==> config.mk <==
export PLATFORM = sky130hd
export DESIGN_NAME = alu_op_sequencer
export DESIGN_NICKNAME = d
export VERILOG_FILES = /design/src/rtl/alu_op_sequencer.sv
export SDC_FILE = /design/constraint.sdc
export NUM_CORES = 1
export LEC_CHECK = 0
export BUFFER_PORTS_ARGS = -buffer_cell sky130_fd_sc_hd__clkbuf_2
export CAP_MARGIN = 20
export CORE_MARGIN = 2
export CORE_UTILIZATION = 38
export CTS_BUF_LIST = sky130_fd_sc_hd__clkbuf_8
export DETAILED_ROUTE_END_ITERATION = 8
export PLACE_DENSITY = 0.65
export RECOVER_POWER = 25
export REMOVE_ABC_BUFFERS = 1
export SYNTH_ARGS = -nofsm -noshare
export SYNTH_HDL_FRONTEND = slang
export SYNTH_SLANG_ARGS = --single-unit
==> constraint.sdc <==
create_clock -name clk -period 3.7 [get_ports clk]
set_clock_uncertainty 0.2 [all_clocks]
set_input_delay 0.185 -clock clk [delete_from_list [all_inputs] [get_ports clk]]
set_output_delay 0.185 -clock clk [all_outputs]
set_load 0.03 [all_outputs]
==> src/rtl/alu_op_sequencer.sv <==
// Multi-cycle sequencer around an external 16-bit ALU: operand fetch,
// execute, result writeback and PSR update over a 4-state FSM.
module alu_op_sequencer #(
  parameter int DW = 16,
  parameter int NREGS = 16,
  localparam int AW = $clog2(NREGS)
) (
  input  logic          clk,
  input  logic          reset,
  input  logic          cmd_valid,
  output logic          cmd_ready,
  input  logic [4:0]    cmd_opcode,
  input  logic [AW-1:0] cmd_rdest,
  input  logic [AW-1:0] cmd_rsrc,
  input  logic [DW-1:0] cmd_imm,
  input  logic          cmd_use_imm,
  output logic [DW-1:0] alu_a,
  output logic [DW-1:0] alu_b,
  output logic [4:0]    alu_opcode,
  input  logic [DW-1:0] alu_c,
  input  logic [4:0]    alu_flags,
  output logic [4:0]    psr,
  output logic          done,
  output logic          err,
  input  logic [AW-1:0] dbg_addr,
  output logic [DW-1:0] dbg_data
);

  localparam logic [4:0] OP_AND   = 5'b00001;
  localparam logic [4:0] OP_OR    = 5'b00010;
  localparam logic [4:0] OP_XOR   = 5'b00011;
  localparam logic [4:0] OP_NOT   = 5'b00100;
  localparam logic [4:0] OP_ADD   = 5'b00101;
  localparam logic [4:0] OP_ADDU  = 5'b00110;
  localparam logic [4:0] OP_ADDC  = 5'b00111;
  localparam logic [4:0] OP_SUB   = 5'b01001;
  localparam logic [4:0] OP_CMP   = 5'b01011;
  localparam logic [4:0] OP_LSH   = 5'b01100;
  localparam logic [4:0] OP_ADDCU = 5'b01111;
  localparam logic [4:0] OP_RSH   = 5'b10011;
  localparam logic [4:0] OP_ARSH  = 5'b10111;

  typedef enum logic [1:0] {
    S_IDLE,
    S_READ,
    S_EXEC,
    S_WRITE
  } state_t;

  state_t r_state;
  state_t w_next;

  logic [4:0]    r_op;
  logic [AW-1:0] r_rdest;
  logic [AW-1:0] r_rsrc;
  logic [DW-1:0] r_imm;
  logic          r_use_imm;

  logic [DW-1:0] r_opa;
  logic [DW-1:0] r_opb;
  logic [4:0]    r_aluop;
  logic [DW-1:0] r_res;
  logic [4:0]    r_flg;
  logic [4:0]    r_psr;

  logic [DW-1:0] r_rf [NREGS];

  logic w_hs;
  logic w_sup;
  logic w_wen;
  logic w_pen;
  logic w_rf_wr;
  logic w_psr_wr;

  // Opcode classes: supported, writes RF, updates PSR
  always_comb begin
    w_sup = 1'b0;
    w_wen = 1'b0;
    w_pen = 1'b0;
    case (r_op)
      OP_ADD, OP_ADDC, OP_SUB: begin
        w_sup = 1'b1;
        w_wen = 1'b1;
        w_pen = 1'b1;
      end
      OP_CMP: begin
        w_sup = 1'b1;
        w_pen = 1'b1;
      end
      OP_ADDU, OP_ADDCU, OP_AND, OP_OR,
      OP_XOR, OP_NOT, OP_LSH, OP_RSH,
      OP_ARSH: begin
        w_sup = 1'b1;
        w_wen = 1'b1;
      end
      default: begin
        w_sup = 1'b0;
      end
    endcase
  end

  always_ff @(posedge clk) begin
    if (reset) r_state <= S_IDLE;
    else       r_state <= w_next;
  end

  always_comb begin
    w_next    = r_state;
    cmd_ready = 1'b0;
    done      = 1'b0;
    err       = 1'b0;
    w_hs      = 1'b0;
    w_rf_wr   = 1'b0;
    w_psr_wr  = 1'b0;
    unique case (r_state)
      S_IDLE: begin
        cmd_ready = 1'b1;
        if (cmd_valid) begin
          w_hs   = 1'b1;
          w_next = S_READ;
        end
      end
      S_READ: w_next = S_EXEC;
      S_EXEC: w_next = S_WRITE;
      S_WRITE: begin
        done     = 1'b1;
        err      = ~w_sup;
        w_rf_wr  = w_wen;
        w_psr_wr = w_pen;
        w_next   = S_IDLE;
      end
      default: w_next = S_IDLE;
    endcase
  end

  always_ff @(posedge clk) begin
    if (reset) begin
      r_op      <= '0;
      r_rdest   <= '0;
      r_rsrc    <= '0;
      r_imm     <= '0;
      r_use_imm <= 1'b0;
    end else if (w_hs) begin
      r_op      <= cmd_opcode;
      r_rdest   <= cmd_rdest;
      r_rsrc    <= cmd_rsrc;
      r_imm     <= cmd_imm;
      r_use_imm <= cmd_use_imm;
    end
  end

  // Operand registers feed the ALU directly so its inputs stay stable
  always_ff @(posedge clk) begin
    if (reset) begin
      r_opa   <= '0;
      r_opb   <= '0;
      r_aluop <= '0;
    end else if (r_state == S_READ) begin
      r_opa   <= r_rf[r_rdest];
      r_opb   <= r_use_imm ? r_imm : r_rf[r_rsrc];
      r_aluop <= r_op;
    end
  end

  always_ff @(posedge clk) begin
    if (reset) begin
      r_res <= '0;
      r_flg <= '0;
    end else if (r_state == S_EXEC) begin
      r_res <= alu_c;
      r_flg <= alu_flags;
    end
  end

  always_ff @(posedge clk) begin
    if (reset) begin
      for (int i = 0; i < NREGS; i++) begin
        r_rf[i] <= '0;
      end
    end else if (w_rf_wr) begin
      r_rf[r_rdest] <= r_res;
    end
  end

  always_ff @(posedge clk) begin
    if (reset)         r_psr <= '0;
    else if (w_psr_wr) r_psr <= r_flg;
  end

  assign alu_a      = r_opa;
  assign alu_b      = r_opb;
  assign alu_opcode = r_aluop;
  assign psr        = r_psr;
  assign dbg_data   = r_rf[dbg_addr];

endmodule

==> run summary <==
The first-pass iteration count of the detailed router came out at 6. The placed standard-cell area came out at 20900 µm². The longest clock path from root to sink contains 3 buffers. Entering global routing, the biggest net connects 90 pins. The average size of a mapped cell came out at 12.5 µm². The number of endpoints with negative hold slack in the final report is 0. The master cell of the clock root buffer is clkbuf_8.

The number of warnings printed during yosys synthesis is 0. The largest fanout on the critical path is 16. The iteration-0 DRC count of the detailed router is 1999. The most frequently used cell type in the post-synthesis netlist is edfxtp_1. The category of the worst setup path launch point is a flip-flop.

The total I/O pin count came out at 119. TritonCTS built the clock tree. Measured against its own limit, the worst slew margin works out to -29.4%. The commonest cells after synthesis are 256 x edfxtp_1, 226 x nor3_1, 176 x mux2i_1, 99 x dfxtp_1, 94 x nand2_1. The via count of the first global-routing pass came out at 15500. The ratio of cells with drive above 1 in the final layout is a little over a fifth. After routing, the total negative slack on setup checks comes to 0 ns. The residual overflow from global routing came out at 0. The H-tree depth reported by CTS is 2. The leakage component of the power is 0.00726 µW. The per-cell routed wire length came out at slightly below 30 µm. The post-layout instance area came out at around 22000 µm².

The endpoint type of the worst setup path is a flip-flop. The peak ir drop on the vdd network is 0.000349 V. Summed over its instances, the top area cell type makes up between 30% and 40% of the synthesized netlist area. The reported max-cap violation count is 2.

Of all flip-flops after synthesis, the portion carrying an async set or reset was 0%. The first global-routing pass estimated 103 mm of wire. The final count of negative-setup-slack endpoints is 0.

The later pin in the worst-skew pair is clocked with a latency of 0.63 ns. The number of antenna violations at the first check in global routing is 2. The CTS clock-pin slew for the worst setup and hold paths came out at 0.06 ns. The final routed DRC violation total is 0. The clock sink total came out at 355. In this run the worst hold path is classified as in2reg. The count of input and output buffers came out at approximately 120. Setup repair after global routing left no endpoint under its margin. The die is 232 µm wide. The path type of the worst setup path is reg2reg. The detailed router placed 15600 vias in this run. The vias per cell came out at around 6.4. Yosys attributes the largest share of cell area to edfxtp_1 39%, dfxtp_1 10%, mux2i_1 8.9%.

The final reports fail on max-capacitance violations, max-slew violations. The area of the die came out at 53900 µm². The post-layout utilization of the core is between 40 and 50%. The standard cell core area is ~51000 µm². The leading area contributor after synthesis is edfxtp_1. The worst hold slack is roughly 0.12 ns. The count of flip-flops with a built-in enable after synthesis is ~260.

Measured along the y axis, the die boundary spans between 200 and 250 µm. The cell row count is 83. The number of nets with antenna violations after routing came out at 0. The count of mapped cells out of synthesis is 1580. The highest clock frequency the design can meet is 307 MHz. The share of the clock period used by the worst path is between 80% and 90%. The final layout contains between 1500 and 2000 nets.

The sequential-to-total area share from yosys stat is 48.9%. Synthesis inferred 355 register bits. The initial cell density of the core came out at 38.5%.

The final estimated routing congestion in global placement is 0.886. The total track usage is 25.9%. The slew of the pin with the lowest slew margin is 1.94 ns. The post-synthesis cell area is 19800 µm².

The count of final max-slew check failures is around 90. The clock period minus worst slack came out at approximately 3.3 ns. The routed wire length came out at 70.9 mm. The number of CTS-inserted buffers is 56.

The synthesized netlist contains 52 unique library cells. For this run, the leading register cell type out of synthesis is edfxtp_1. Data arrives at the worst endpoint at 3.33 ns. In this run the power density over the cells is 558 nW/µm². Summed over all nets, the half-perimeter wirelength after detailed placement is around 42 mm.

The required time of the critical path came out at ~3.8 ns. The flow ran to the end, but the final reports show violations. The layout overhead on the synthesized area came out at 13.7%.
[placed cells by master, fill, tap and decap left out, types with 3 or more instances in the layout]
cell type and count:
mux2i_1 176, nor4_2 19, clkbuf_2 75, o211ai_1 16, nor4_1 13, nor2_1 71, a31o_2 14, o22ai_1 47
clkinv_1 15, a221oi_1 17, o21ai_0 9, nand3b_1 4, buf_12 10, bufinv_16 3, buf_4 44, mux4_1 45
o311a_1 16, clkinv_2 11, a21oi_1 47, a22oi_1 16, mux2_2 48, clkbuf_8 61, clkbuf_1 46, nor3_1 226
a311oi_1 16, a222oi_1 16, dlygate4sd3_1 62, nand2_1 96, nor2b_1 5, o21ai_1 10, edfxtp_1 256, and2_1 3
inv_1 15, a211oi_1 17, mux4_2 67, dfxtp_1 96
[per-stage QoR]
step | setup slack [ns] | total power [µW] | cells
floorplan | -2.60 | 7490 | 1401
global placement | 0.992 | 9120 | 2256
detailed placement | 0.907 | 9190 | 2256
CTS | 0.878 | 12600 | 2422
global route | 0.353 | 13000 | 2424
finish | 0.447 | 12600 | 2424
[flip-flops by register name, indices dropped and copies added, names as in the netlist, named ones only]
register	cells
r_res	16
r_flg	5
alu_opcode	5
r_use_imm	1
alu_a	16
r_rf	256
r_rsrc	4
alu_b	16
r_rdest	4
r_imm	16
r_state	2
r_op	5
psr	5
[power by group]
part | total (µW) | leakage (µW) | internal, µW | switching (µW)
sequential | 4960 | 0.00345 | 4610 | 352
combinational | 4230 | 0.00319 | 1410 | 2820
clock | 3370 | 0.000616 | 1730 | 1640
total | 12600 | 0.00726 | 7750 | 4810
[path summary, 6_finish.rpt]
kind | from | endpoint | slack (ns) | cells after the start
worst min register to register | r_imm[9] | r_imm[9] | 0.26 | 2
worst min-delay path | cmd_imm[1] | r_imm[1] | 0.12 | 4
worst max register to register | r_op[2] | r_rf[15][9] | 0.45 | 6
worst max-delay path | r_op[2] | r_rf[15][9] | 0.45 | 6
[cell type report]
cell class                      instances  area, µm²
Fill cell                            4707      28900
Timing Repair Buffer                  237       1700
Clock buffer                           61        840
Multi-Input combinational cell       1043       9150
Tap cell                              680        851
Inverter                                3       11.3
Sequential cell                       355       9680
Clock inverter                         43        263
Antenna cell                            2       5.00
[routing by layer]
layer / routed length, µm / GRT usage (%) / vias to the layer above
met1: 25900 / 32.9 / 7578
li1: - / - / 6584
met4: 4020 / 13.0 / 0
met3: 8350 / 5.82 / 242
met5: 0 / 0 / -
met2: 32600 / 41.7 / 1157
[repair_timing]
| item | CTS | global route |
|---|---|---|
| endpoints found under the hold margin | 63 | 0 |
| gates resized for setup | 0 | 0 |
| hold buffers | 62 | 0 |
| buffers inserted | 0 | 0 |
[critical path, stage by stage (launching register included)]
cell and delay [ns]:
dfxtp_1 0.48, nor3b_1 0.23, a221oi_1 0.10, o21ai_1 0.15
clkbuf_1 0.57, a31o_1 0.69, buf_4 0.48
[kinds of logic (layout without fill, tap and decap cells)]
| logic type | after synthesis | after routing | share of synthesized area (%) |
|---|---|---|---|
| DFF | 355 | 355 | 48.9 |
| adders and majority gates | 4 | 4 | 0.253 |
| buffers and inverters | 182 | 344 | 4.86 |
| and+or+nand+nor | 455 | 455 | 11.7 |
| muxes | 336 | 336 | 25.2 |
| xor gates and xnor gates | 1 | 1 | 0.0443 |
| AOI/OAI and AO/OA | 247 | 247 | 9.01 |
| other | 0 | 2 | 0 |
(Power assumes the default switching activity.)
